==> src/rtl/benes_cfg_loader.sv <==
// Config-stream writer for the 16x16 Benes switch fabric: gathers one word per stage into a
// shadow bank and, once a well-framed frame completes, commits the whole bank to switch_set.
module benes_cfg_loader #(
  parameter int NUM_STAGES   = 7,
  parameter int SW_PER_STAGE = 8
) (
  input  logic                    clk,
  input  logic                    rst,
  input  logic                    cfg_valid,
  output logic                    cfg_ready,
  input  logic [SW_PER_STAGE-1:0] cfg_data,
  input  logic                    cfg_last,
  input  logic                    cfg_abort,
  output logic [SW_PER_STAGE-1:0] switch_set [NUM_STAGES-1:0],
  output logic                    cfg_done,
  output logic                    cfg_err,
  output logic                    busy
);

  localparam int                CNT_W    = $clog2(NUM_STAGES);
  localparam logic [CNT_W-1:0]  LAST_IDX = CNT_W'(NUM_STAGES - 1);

  typedef enum logic [1:0] {IDLE, LOAD, COMMIT} state_t;

  state_t                    state;
  logic [CNT_W-1:0]          cnt;
  logic [SW_PER_STAGE-1:0]   shadow [NUM_STAGES-1:0];
  logic                      accept;

  // Ready depends only on state and abort, never on cfg_valid.
  assign cfg_ready = (state != COMMIT) && !cfg_abort;
  assign accept    = cfg_valid && cfg_ready;
  assign busy      = (state != IDLE);

  always_ff @(posedge clk) begin
    if (rst) begin
      state    <= IDLE;
      cnt      <= '0;
      cfg_done <= 1'b0;
      cfg_err  <= 1'b0;
      for (int s = 0; s < NUM_STAGES; s++) begin
        shadow[s]     <= '0;
        switch_set[s] <= '0;
      end
    end else begin
      cfg_done <= 1'b0;
      cfg_err  <= 1'b0;
      case (state)
        IDLE: begin
          if (cfg_abort) begin
            cnt <= '0;
          end else if (accept) begin
            if (cfg_last) begin
              cfg_err <= 1'b1;
              cnt     <= '0;
            end else begin
              shadow[0] <= cfg_data;
              cnt       <= CNT_W'(1);
              state     <= LOAD;
            end
          end
        end
        LOAD: begin
          if (cfg_abort) begin
            cnt   <= '0;
            state <= IDLE;
          end else if (accept) begin
            // A frame is good only if cfg_last coincides exactly with the final stage word.
            if (cfg_last == (cnt == LAST_IDX)) begin
              shadow[cnt] <= cfg_data;
              if (cfg_last) begin
                state <= COMMIT;
              end else begin
                cnt <= cnt + CNT_W'(1);
              end
            end else begin
              cfg_err <= 1'b1;
              cnt     <= '0;
              state   <= IDLE;
            end
          end
        end
        COMMIT: begin
          for (int s = 0; s < NUM_STAGES; s++) begin
            switch_set[s] <= shadow[s];
          end
          cfg_done <= 1'b1;
          cnt      <= '0;
          state    <= IDLE;
        end
        default: begin
          cnt   <= '0;
          state <= IDLE;
        end
      endcase
    end
  end

endmodule

==> config.mk <==
export PLATFORM = sky130hd
export DESIGN_NAME = benes_cfg_loader
export DESIGN_NICKNAME = d
export VERILOG_FILES = /design/src/rtl/benes_cfg_loader.sv
export SDC_FILE = /design/constraint.sdc
export NUM_CORES = 1
export LEC_CHECK = 0
export CAP_MARGIN = 20
export CORE_MARGIN = 5
export CORE_UTILIZATION = 48
export CTS_CLUSTER_SIZE = 28
export DETAILED_ROUTE_END_ITERATION = 6
export PLACE_DENSITY_LB_ADDON = 0.08
export SLEW_MARGIN = 15
export SYNTH_ARGS = -nofsm -noshare
export SYNTH_HDL_FRONTEND = slang
export SYNTH_SLANG_ARGS = --single-unit
export TNS_END_PERCENT = 50
==> constraint.sdc <==
create_clock -name clk -period 2.7 [get_ports clk]
set_input_delay 0.81 -clock clk [delete_from_list [all_inputs] [get_ports clk]]
set_output_delay 0.81 -clock clk [all_outputs]
set_load 0.1 [all_outputs]
==> impl_table.tex, run 1 <==
\begin{tabular}{lr}
\hline
Metric & Value \\
\hline
\multicolumn{2}{l}{\textbf{Status}} \\
\quad Run status & finished, final reports clean \\
\multicolumn{2}{l}{\textbf{Timing}} \\
\quad Worst-case headroom to the max-slew limit & 48.8\% \\
\quad Worst setup skew after layout & 0.00633 ns \\
\quad Measured slew at the worst slew-check pin & 0.769 ns \\
\quad Post-route minimum period & 2.55 ns \\
\quad Setup repair after global routing missed its margin & false \\
\quad Hold violation count in the final report & 0 \\
\quad Max-slew violation total from the final report & 0 \\
\quad Total setup violations reported at the end of the flow & 0 \\
\quad FMAX & 392 MHz \\
\quad Period utilization & 94.5\% \\
\quad Sum of negative setup slack & 0 ns \\
\multicolumn{2}{l}{\textbf{Clock network}} \\
\quad Number of levels the H-tree was split into & 4 \\
\quad TritonCTS clock tree & built \\
\quad Clock slew at the register clock pins of the worst setup and hold paths & 0.06 ns \\
\quad TritonCTS sink count & 119 \\
\quad Cts bufs inserted & 17 \\
\quad Buffers inserted during post-CTS setup optimization & 0 \\
\quad Worst skew pair latency & 0.51 ns \\
\quad \# resized after CTS & 0 \\
\quad Root Driver & sky130\_fd\_sc\_hd\_\_clkbuf\_8 \\
\quad Max Root-Sink Buffers & 2 \\
\quad Cts-stage hold buffer count & 0 \\
\multicolumn{2}{l}{\textbf{Routing}} \\
\quad Routed length per placed instance & 15.2 um \\
\quad Count of vias placed by the detailed router & 3511 \\
\quad Vias per cell & 5.18 \\
\quad Routed WL & 10.3 mm \\
\quad Number of antenna-violating nets in the routed design & 0 \\
\quad DRC violation total after the first TritonRoute iteration & 147 \\
\quad Post-detailed-route DRC marker count & 0 \\
\quad First drt pass iteration count & 4 \\
\multicolumn{2}{l}{\textbf{Worst hold path}} \\
\quad Hold WC Path Type & reg2reg \\
\quad Number of cells on the worst hold path & 2 \\
\multicolumn{2}{l}{\textbf{Logic synthesis}} \\
\quad Compound-cell area share of the yosys netlist & 10.2\% \\
\quad Proportion of synthesized area in mux cells & 0.243\% \\
\quad Cell Area, Synth & 4640 um2 \\
\quad Post-synth top area share & 31.1\% \\
\quad Count of yosys warnings during synthesis & 0 \\
\quad Synthesis-stage register bit count & 119 \\
\quad Cell variety after synth & 45 \\
\quad Main combinational cell family by area after synthesis & simple AND/OR/NAND/NOR gates \\
\quad Post-synth top area cell & sky130\_fd\_sc\_hd\_\_edfxtp\_1 \\
\quad Syn Area/Cell & 10.2 um2 \\
\quad Xor-xnor portion of the synthesized cell area & 0.189\% \\
\quad Count of mapped cells out of synthesis & 455 \\
\quad FFs w/ async S/R, synth & 0\% \\
\quad Synth Area in Adders & 0.540\% \\
\quad Cell with the most instances after synthesis & sky130\_fd\_sc\_hd\_\_nand2\_1 \\
\quad Synthesized-area fraction occupied by and/or/nand/nor cells & 23.9\% \\
\quad Most instantiated flip-flop cell in the synthesis netlist & sky130\_fd\_sc\_hd\_\_dfxtp\_1 \\
\quad Leading cell types by count after synthesis & sky130\_fd\_sc\_hd\_\_nand2\_1 (115), sky130\_fd\_sc\_hd\_\_dfxtp\_1 (71), sky130\_fd\_sc\_hd\_\_a21oi\_1 (65) \\
\quad Sequential area share after synthesis & 61.8\% \\
\quad Count of flip-flops with a built-in enable after synthesis & 48 \\
\quad Biggest area contributors in the synthesized netlist & sky130\_fd\_sc\_hd\_\_edfxtp\_1 (31\%), sky130\_fd\_sc\_hd\_\_dfxtp\_1 (31\%), sky130\_fd\_sc\_hd\_\_nand2\_1 (9.3\%) \\
\quad Syn\_nets & 470 \\
\multicolumn{2}{l}{\textbf{Die}} \\
\quad I/O pin cnt & 73 \\
\quad Total Die Area & 11700 um2 \\
\quad Floorplan row count & 35 \\
\quad Initial core utilization & 49.7\% \\
\quad Horizontal die dimension & 108 um \\
\quad Core box area & 9330 um2 \\
\quad Die boundary height & 108 um \\
\multicolumn{2}{l}{\textbf{Global routing}} \\
\quad Number of antenna violations at the first check in global routing & 0 \\
\quad Largest net degree at the start of global routing & 75 \\
\quad Combined global-route utilization of all metal layers & 18.9\% \\
\quad First-pass GRT wire length & 17.0 mm \\
\quad Via count of the first global-routing pass & 3390 \\
\quad Grt ovf & 0 \\
\multicolumn{2}{l}{\textbf{Layout}} \\
\quad Util after Layout & 64.6\% \\
\quad Post-route standard cell area excluding fillers & 6030 um2 \\
\quad Count of nets after finishing & 551 \\
\quad Share of post-route cells with drive strength above 1 & 23.7\% \\
\quad Layout overhead on the synthesized area & 30.0\% \\
\quad \# diodes & 0 \\
\multicolumn{2}{l}{\textbf{Run}} \\
\quad Max capacitance violation total & 0 \\
\multicolumn{2}{l}{\textbf{Critical path}} \\
\quad Worst Path Max Fanout & 8 \\
\quad Start-to-end type of the worst setup path & in2out \\
\quad Number of cells traversed by the worst register-to-register path & 6 \\
\quad Crit. path cell count & 4 \\
\quad Bufs and invs on worst path & 3 \\
\quad Crit path DAT & 1.74 ns \\
\quad Startpoint types & primary input \\
\quad Kind of capture point of the worst setup path & output port \\
\quad Worst path top cell family by delay & buffers and inverters \\
\quad Required time at the endpoint of the critical path & 1.89 ns \\
\quad Critical Path Max Stage Delay & 0.42 ns \\
\quad Cell with the biggest individual delay on the critical path & sky130\_fd\_sc\_hd\_\_clkdlybuf4s50\_1 \\
\quad Crit-path cells & clkdlybuf4s50\_1 > buf\_4 > nor2\_2 > buf\_12 \\
\multicolumn{2}{l}{\textbf{Placement}} \\
\quad Port Buffers & 72 \\
\quad Global placer's final weighted congestion & 0.782 \\
\quad Detailed Place HPWL & 6.61 mm \\
\quad Placed cell area & 5430 um2 \\
\multicolumn{2}{l}{\textbf{Power}} \\
\quad Power per cell area & 706 nW/um2 \\
\quad Max rail drop VDD & 0.423 mV \\
\quad Total power draw & 4.26 mW \\
\quad Leak & 2.32 nW \\
\hline
\end{tabular}
==> sequential cells by signal (all words and copies together), names as in the netlist <==
signal      count
switch_set     56
cfg_err         1
cnt             3
shadow         56
cfg_done        1
state           2
==> cells by family (layout without fill, tap and decap cells) <==
kind of cell	after synthesis	in the layout
compound gates	85	85
xor+xnor	1	1
flops	119	119
simple gates	215	215
buf+inv	32	126
mux	1	1
fa+ha+maj	2	2
==> per-layer routing <==
metal  up-vias  GRT usage (%)  wire length [um]
met5         -              0                 0
met4         0           6.13               115
met3        15           5.97               591
met2        95           31.0              4970
met1      1667           24.0              4650
li1       1734              -                 -
==> through the flow <==
stage | setup WS, ns | hold slack (ns) | instances
finish | 0.148 | 0.454 | 678
global route | 0.110 | 0.475 | 678
floorplan | 0.0732 | 0.431 | 455
global placement | -0.0632 | 0.444 | 646
detailed placement | -0.110 | 0.447 | 646
CTS | 0.137 | 0.455 | 678
==> cell usage in the layout (no fill, tap or decap), types with 2 or more instances in the layout <==
cell                              count
sky130_fd_sc_hd__nand2_1            115
sky130_fd_sc_hd__nand4_1              2
sky130_fd_sc_hd__o21ai_0              2
sky130_fd_sc_hd__o21ai_1              8
sky130_fd_sc_hd__and3_1              17
sky130_fd_sc_hd__and2_1              25
sky130_fd_sc_hd__nand3b_1             4
sky130_fd_sc_hd__nor4_4               3
sky130_fd_sc_hd__nor3b_1              2
sky130_fd_sc_hd__inv_4                2
sky130_fd_sc_hd__nand3_1             10
sky130_fd_sc_hd__and4_1               8
sky130_fd_sc_hd__dfxtp_1             71
sky130_fd_sc_hd__a41o_1               2
sky130_fd_sc_hd__nor2_2               2
sky130_fd_sc_hd__ha_1                 2
sky130_fd_sc_hd__nor2_1              10
sky130_fd_sc_hd__edfxtp_1            48
sky130_fd_sc_hd__or3_1                2
sky130_fd_sc_hd__clkbuf_16           19
sky130_fd_sc_hd__buf_12               3
sky130_fd_sc_hd__inv_1                2
sky130_fd_sc_hd__buf_4               77
sky130_fd_sc_hd__or2_2                5
sky130_fd_sc_hd__clkdlybuf4s50_1     11
sky130_fd_sc_hd__a21oi_1             65
sky130_fd_sc_hd__clkinv_4             6
==> worst register-to-register path, delay by kind of cell (launching register included) <==
kind            cells  cell delay, ns
buf+inv             1            0.21
flops               1            0.52
fa+ha+maj           1            0.29
compound gates      3            0.61
simple gates        1            0.29
==> worst paths after layout <==
check / start / end / slack [ns]
max: cfg_abort / cfg_ready / 0.15
min: switch_set[39] / switch_set[39] / 0.45
max reg2reg: cnt[1] / shadow[5][2] / 0.47
min reg2reg: switch_set[39] / switch_set[39] / 0.45
==> area by class of cell <==
cell class	instances	area [um2]
Fill cell	784	3300
Sequential cell	119	2860
Multi-Input combinational cell	304	1640
Timing Repair Buffer	92	753
Clock buffer	21	493
Tap cell	129	161
Clock inverter	11	109
Inverter	2	7.51
==> power breakdown <==
group	leakage, nW	internal (mW)	switching, mW
clock network	0.299	1.40	0.813
logic	0.959	0.0480	0.0913
registers	1.06	1.90	0.0124
total	2.32	3.34	0.917
(Power assumes the default switching activity.)
==> inputs of run 2 (changes only) <==
--- a/config.mk
+++ b/config.mk
@@ -7,7 +7,7 @@
 export LEC_CHECK = 0
 export CAP_MARGIN = 20
 export CORE_MARGIN = 5
-export CORE_UTILIZATION = 48
+export CORE_UTILIZATION = 57
 export CTS_CLUSTER_SIZE = 28
 export DETAILED_ROUTE_END_ITERATION = 6
 export PLACE_DENSITY_LB_ADDON = 0.08
==> constraint.sdc (replaced) <==
create_clock -name clk -period 3.1 [get_ports clk]
set_input_delay 0.93 -clock clk [delete_from_list [all_inputs] [get_ports clk]]
set_output_delay 0.93 -clock clk [all_outputs]
set_load 0.1 [all_outputs]
==> run 2 against run 1 <==
Register-to-register slack gained 0.31 ns. Setup slack gained 0.13 ns. Sequential power is 13% lower. Via count up 1.1%. Highest routed layer unchanged.
==> impl_table.tex, run 2 (synthesis results as in run 1) <==
\begin{tabular}{lr}
\hline
Metric & Value \\
\hline
\multicolumn{2}{l}{\textbf{Routing}} \\
\quad Routed WL & 10.4 mm \\
\quad Routed length per placed instance & 16.1 um \\
\quad Vias per cell & 5.50 \\
\quad Number of antenna-violating nets in the routed design & 0 \\
\quad Count of vias placed by the detailed router & 3551 \\
\quad First drt pass iteration count & 5 \\
\quad DRC violation total after the first TritonRoute iteration & 173 \\
\quad Post-detailed-route DRC marker count & 0 \\
\multicolumn{2}{l}{\textbf{Global routing}} \\
\quad Via count of the first global-routing pass & 3543 \\
\quad Number of antenna violations at the first check in global routing & 0 \\
\quad Combined global-route utilization of all metal layers & 21.8\% \\
\quad Grt ovf & 0 \\
\quad Largest net degree at the start of global routing & 75 \\
\quad First-pass GRT wire length & 17.0 mm \\
\multicolumn{2}{l}{\textbf{Worst hold path}} \\
\quad Hold WC Path Type & reg2reg \\
\multicolumn{2}{l}{\textbf{Layout}} \\
\quad Count of filler cells inserted in the layout & 552 \\
\quad Share of post-route cells with drive strength above 1 & 22.8\% \\
\quad Regs by FF count & shadow (56), switch\_set (56), cnt (3) \\
\quad Layout overhead on the synthesized area & 28.2\% \\
\quad Most common cell after layout, fill and taps aside & sky130\_fd\_sc\_hd\_\_nand2\_1 \\
\quad Count of nets after finishing & 546 \\
\quad Commonest cells after routing, fill and taps aside & sky130\_fd\_sc\_hd\_\_nand2\_1 (115), sky130\_fd\_sc\_hd\_\_buf\_4 (74), sky130\_fd\_sc\_hd\_\_dfxtp\_1 (71) \\
\quad Number of standard cells in the final layout excluding fillers & 646 \\
\quad \# diodes & 0 \\
\multicolumn{2}{l}{\textbf{Timing}} \\
\quad Sum of negative setup slack & 0 ns \\
\quad Measured slew at the worst slew-check pin & 0.745 ns \\
\quad Total setup violations reported at the end of the flow & 0 \\
\quad Worst setup skew after layout & 0.0109 ns \\
\quad Hold violation count in the final report & 0 \\
\quad Post-route minimum period & 2.82 ns \\
\quad Setup repair after global routing missed its margin & false \\
\quad Worst-case headroom to the max-slew limit & 50.3\% \\
\quad Max-slew violation total from the final report & 0 \\
\quad FMAX & 354 MHz \\
\quad Period utilization & 91.1\% \\
\multicolumn{2}{l}{\textbf{Clock network}} \\
\quad Cts-stage hold buffer count & 0 \\
\quad TritonCTS sink count & 119 \\
\quad Cts bufs inserted & 17 \\
\quad Max Root-Sink Buffers & 2 \\
\quad TritonCTS clock tree & built \\
\quad Root Driver & sky130\_fd\_sc\_hd\_\_clkbuf\_8 \\
\quad Buffers inserted during post-CTS setup optimization & 0 \\
\quad Worst skew pair latency & 0.52 ns \\
\quad \# resized after CTS & 0 \\
\quad Number of levels the H-tree was split into & 4 \\
\quad Clock slew at the register clock pins of the worst setup and hold paths & 0.05 ns \\
\multicolumn{2}{l}{\textbf{Critical path}} \\
\quad Start-to-end type of the worst setup path & in2out \\
\quad Worst Path Max Fanout & 8 \\
\quad Critical Path Max Stage Delay & 0.44 ns \\
\quad Required time at the endpoint of the critical path & 2.17 ns \\
\quad Cell with the biggest individual delay on the critical path & sky130\_fd\_sc\_hd\_\_clkdlybuf4s50\_1 \\
\quad Crit-path cells & clkdlybuf4s50\_1 > buf\_4 > nor2\_2 > buf\_12 \\
\quad Kind of capture point of the worst setup path & output port \\
\quad Startpoint types & primary input \\
\quad Crit path DAT & 1.89 ns \\
\multicolumn{2}{l}{\textbf{Placement}} \\
\quad Detailed Place HPWL & 6.55 mm \\
\quad Port Buffers & 72 \\
\quad Total placed cells including tap cells & 614 \\
\quad Global placer's final weighted congestion & 0.793 \\
\multicolumn{2}{l}{\textbf{Die}} \\
\quad Die boundary height & 100 um \\
\quad Horizontal die dimension & 100 um \\
\quad Total Die Area & 10000 um2 \\
\quad I/O pin cnt & 73 \\
\quad Floorplan row count & 32 \\
\quad Initial core utilization & 59.4\% \\
\quad Core box area & 7810 um2 \\
\multicolumn{2}{l}{\textbf{Run}} \\
\quad Max capacitance violation total & 0 \\
\multicolumn{2}{l}{\textbf{Status}} \\
\quad Run status & finished, final reports clean \\
\multicolumn{2}{l}{\textbf{Power}} \\
\quad Leak & 2.30 nW \\
\quad Switching fraction of total power & 20.7\% \\
\quad Internal portion of total power & 2.98 mW \\
\quad Net switching power figure & 776 uW \\
\quad Sequential Power Share & 44.4\% \\
\quad Max rail drop VDD & 0.346 mV \\
\quad Share of power burned in combinational logic & 3.0\% \\
\quad Clk pwr share & 52.6\% \\
\quad Power per cell area & 632 nW/um2 \\
\hline
\end{tabular}
==> run 2: cell types whose count changed in the layout (fill, tap and decap cells not counted) <==
cell	change
sky130_fd_sc_hd__buf_4	-3
sky130_fd_sc_hd__clkinv_2	+3
sky130_fd_sc_hd__buf_12	-2
sky130_fd_sc_hd__clkinv_4	-2
sky130_fd_sc_hd__inv_4	-2
sky130_fd_sc_hd__bufinv_16	+1
sky130_fd_sc_hd__clkbuf_1	+1
sky130_fd_sc_hd__inv_6	-1
==> run 2: layer usage <==
metal,part of all wire [%],up-vias,track usage (%)
met1,42,1700,26.7
met3,6.4,14,6.25
met2,50,112,36.1
met4,1.5,0,8.81
met5,0,-,0
li1,-,1725,-
==> run 2: area by class of cell <==
| class | count | area (um2) | area share (%) |
|---|---|---|---|
| Inverter | 2 | 7.51 | 0.126 |
| Timing Repair Buffer | 87 | 691 | 11.6 |
| Tap cell | 102 | 128 | 2.15 |
| Multi-Input combinational cell | 304 | 1640 | 27.6 |
| Sequential cell | 119 | 2860 | 48.2 |
| Clock inverter | 10 | 115 | 1.94 |
| Clock buffer | 22 | 497 | 8.36 |
==> run 2: final timing paths <==
kind,from,end,slack [ns],cells after the start
max,cfg_abort,cfg_ready,0.28,4
min,switch_set[2],switch_set[2],0.45,2
max reg2reg,cnt[0],shadow[5][1],0.78,7
min reg2reg,switch_set[2],switch_set[2],0.45,2
==> run 2: power by group through the flow <==
stage	logic (mW)	clock network (mW)	registers [mW]
after CTS	0.113	2.00	1.66
after global placement	0.110	0	1.70
after global routing	0.121	2.08	1.67
after floorplan	0.0608	0	1.69
after detailed placement	0.112	0	1.70
final	0.113	1.97	1.66
==> run 2: stage by stage <==
stage	utilization, %	setup slack (ns)	total power [mW]	hold WS [ns]	instance area (um2)
after floorplan	-	0.327	1.75	0.431	4640
after global placement	68.3	0.208	1.81	0.444	5330
after detailed placement	68.3	0.162	1.81	0.447	5330
after CTS	76.1	0.282	3.78	0.457	5940
after global routing	76.1	0.225	3.86	0.471	5940
final	76.1	0.275	3.75	0.454	5940
==> run 2: worst max-delay path: cells and delay by family <==
family / cells / cell delay, ns
buffers and inverters: 3 / 0.81
and+or+nand+nor: 1 / 0.15
==> inputs of run 3 (changes only) <==
--- a/config.mk
+++ b/config.mk
@@ -11,6 +11,7 @@
 export CTS_CLUSTER_SIZE = 28
 export DETAILED_ROUTE_END_ITERATION = 6
 export PLACE_DENSITY_LB_ADDON = 0.08
+export SKIP_CTS_REPAIR_TIMING = 1
 export SLEW_MARGIN = 15
 export SYNTH_ARGS = -nofsm -noshare
 export SYNTH_HDL_FRONTEND = slang
==> results of run 3 <==
Final layout, timing and power as in run 2 (identical DEF).
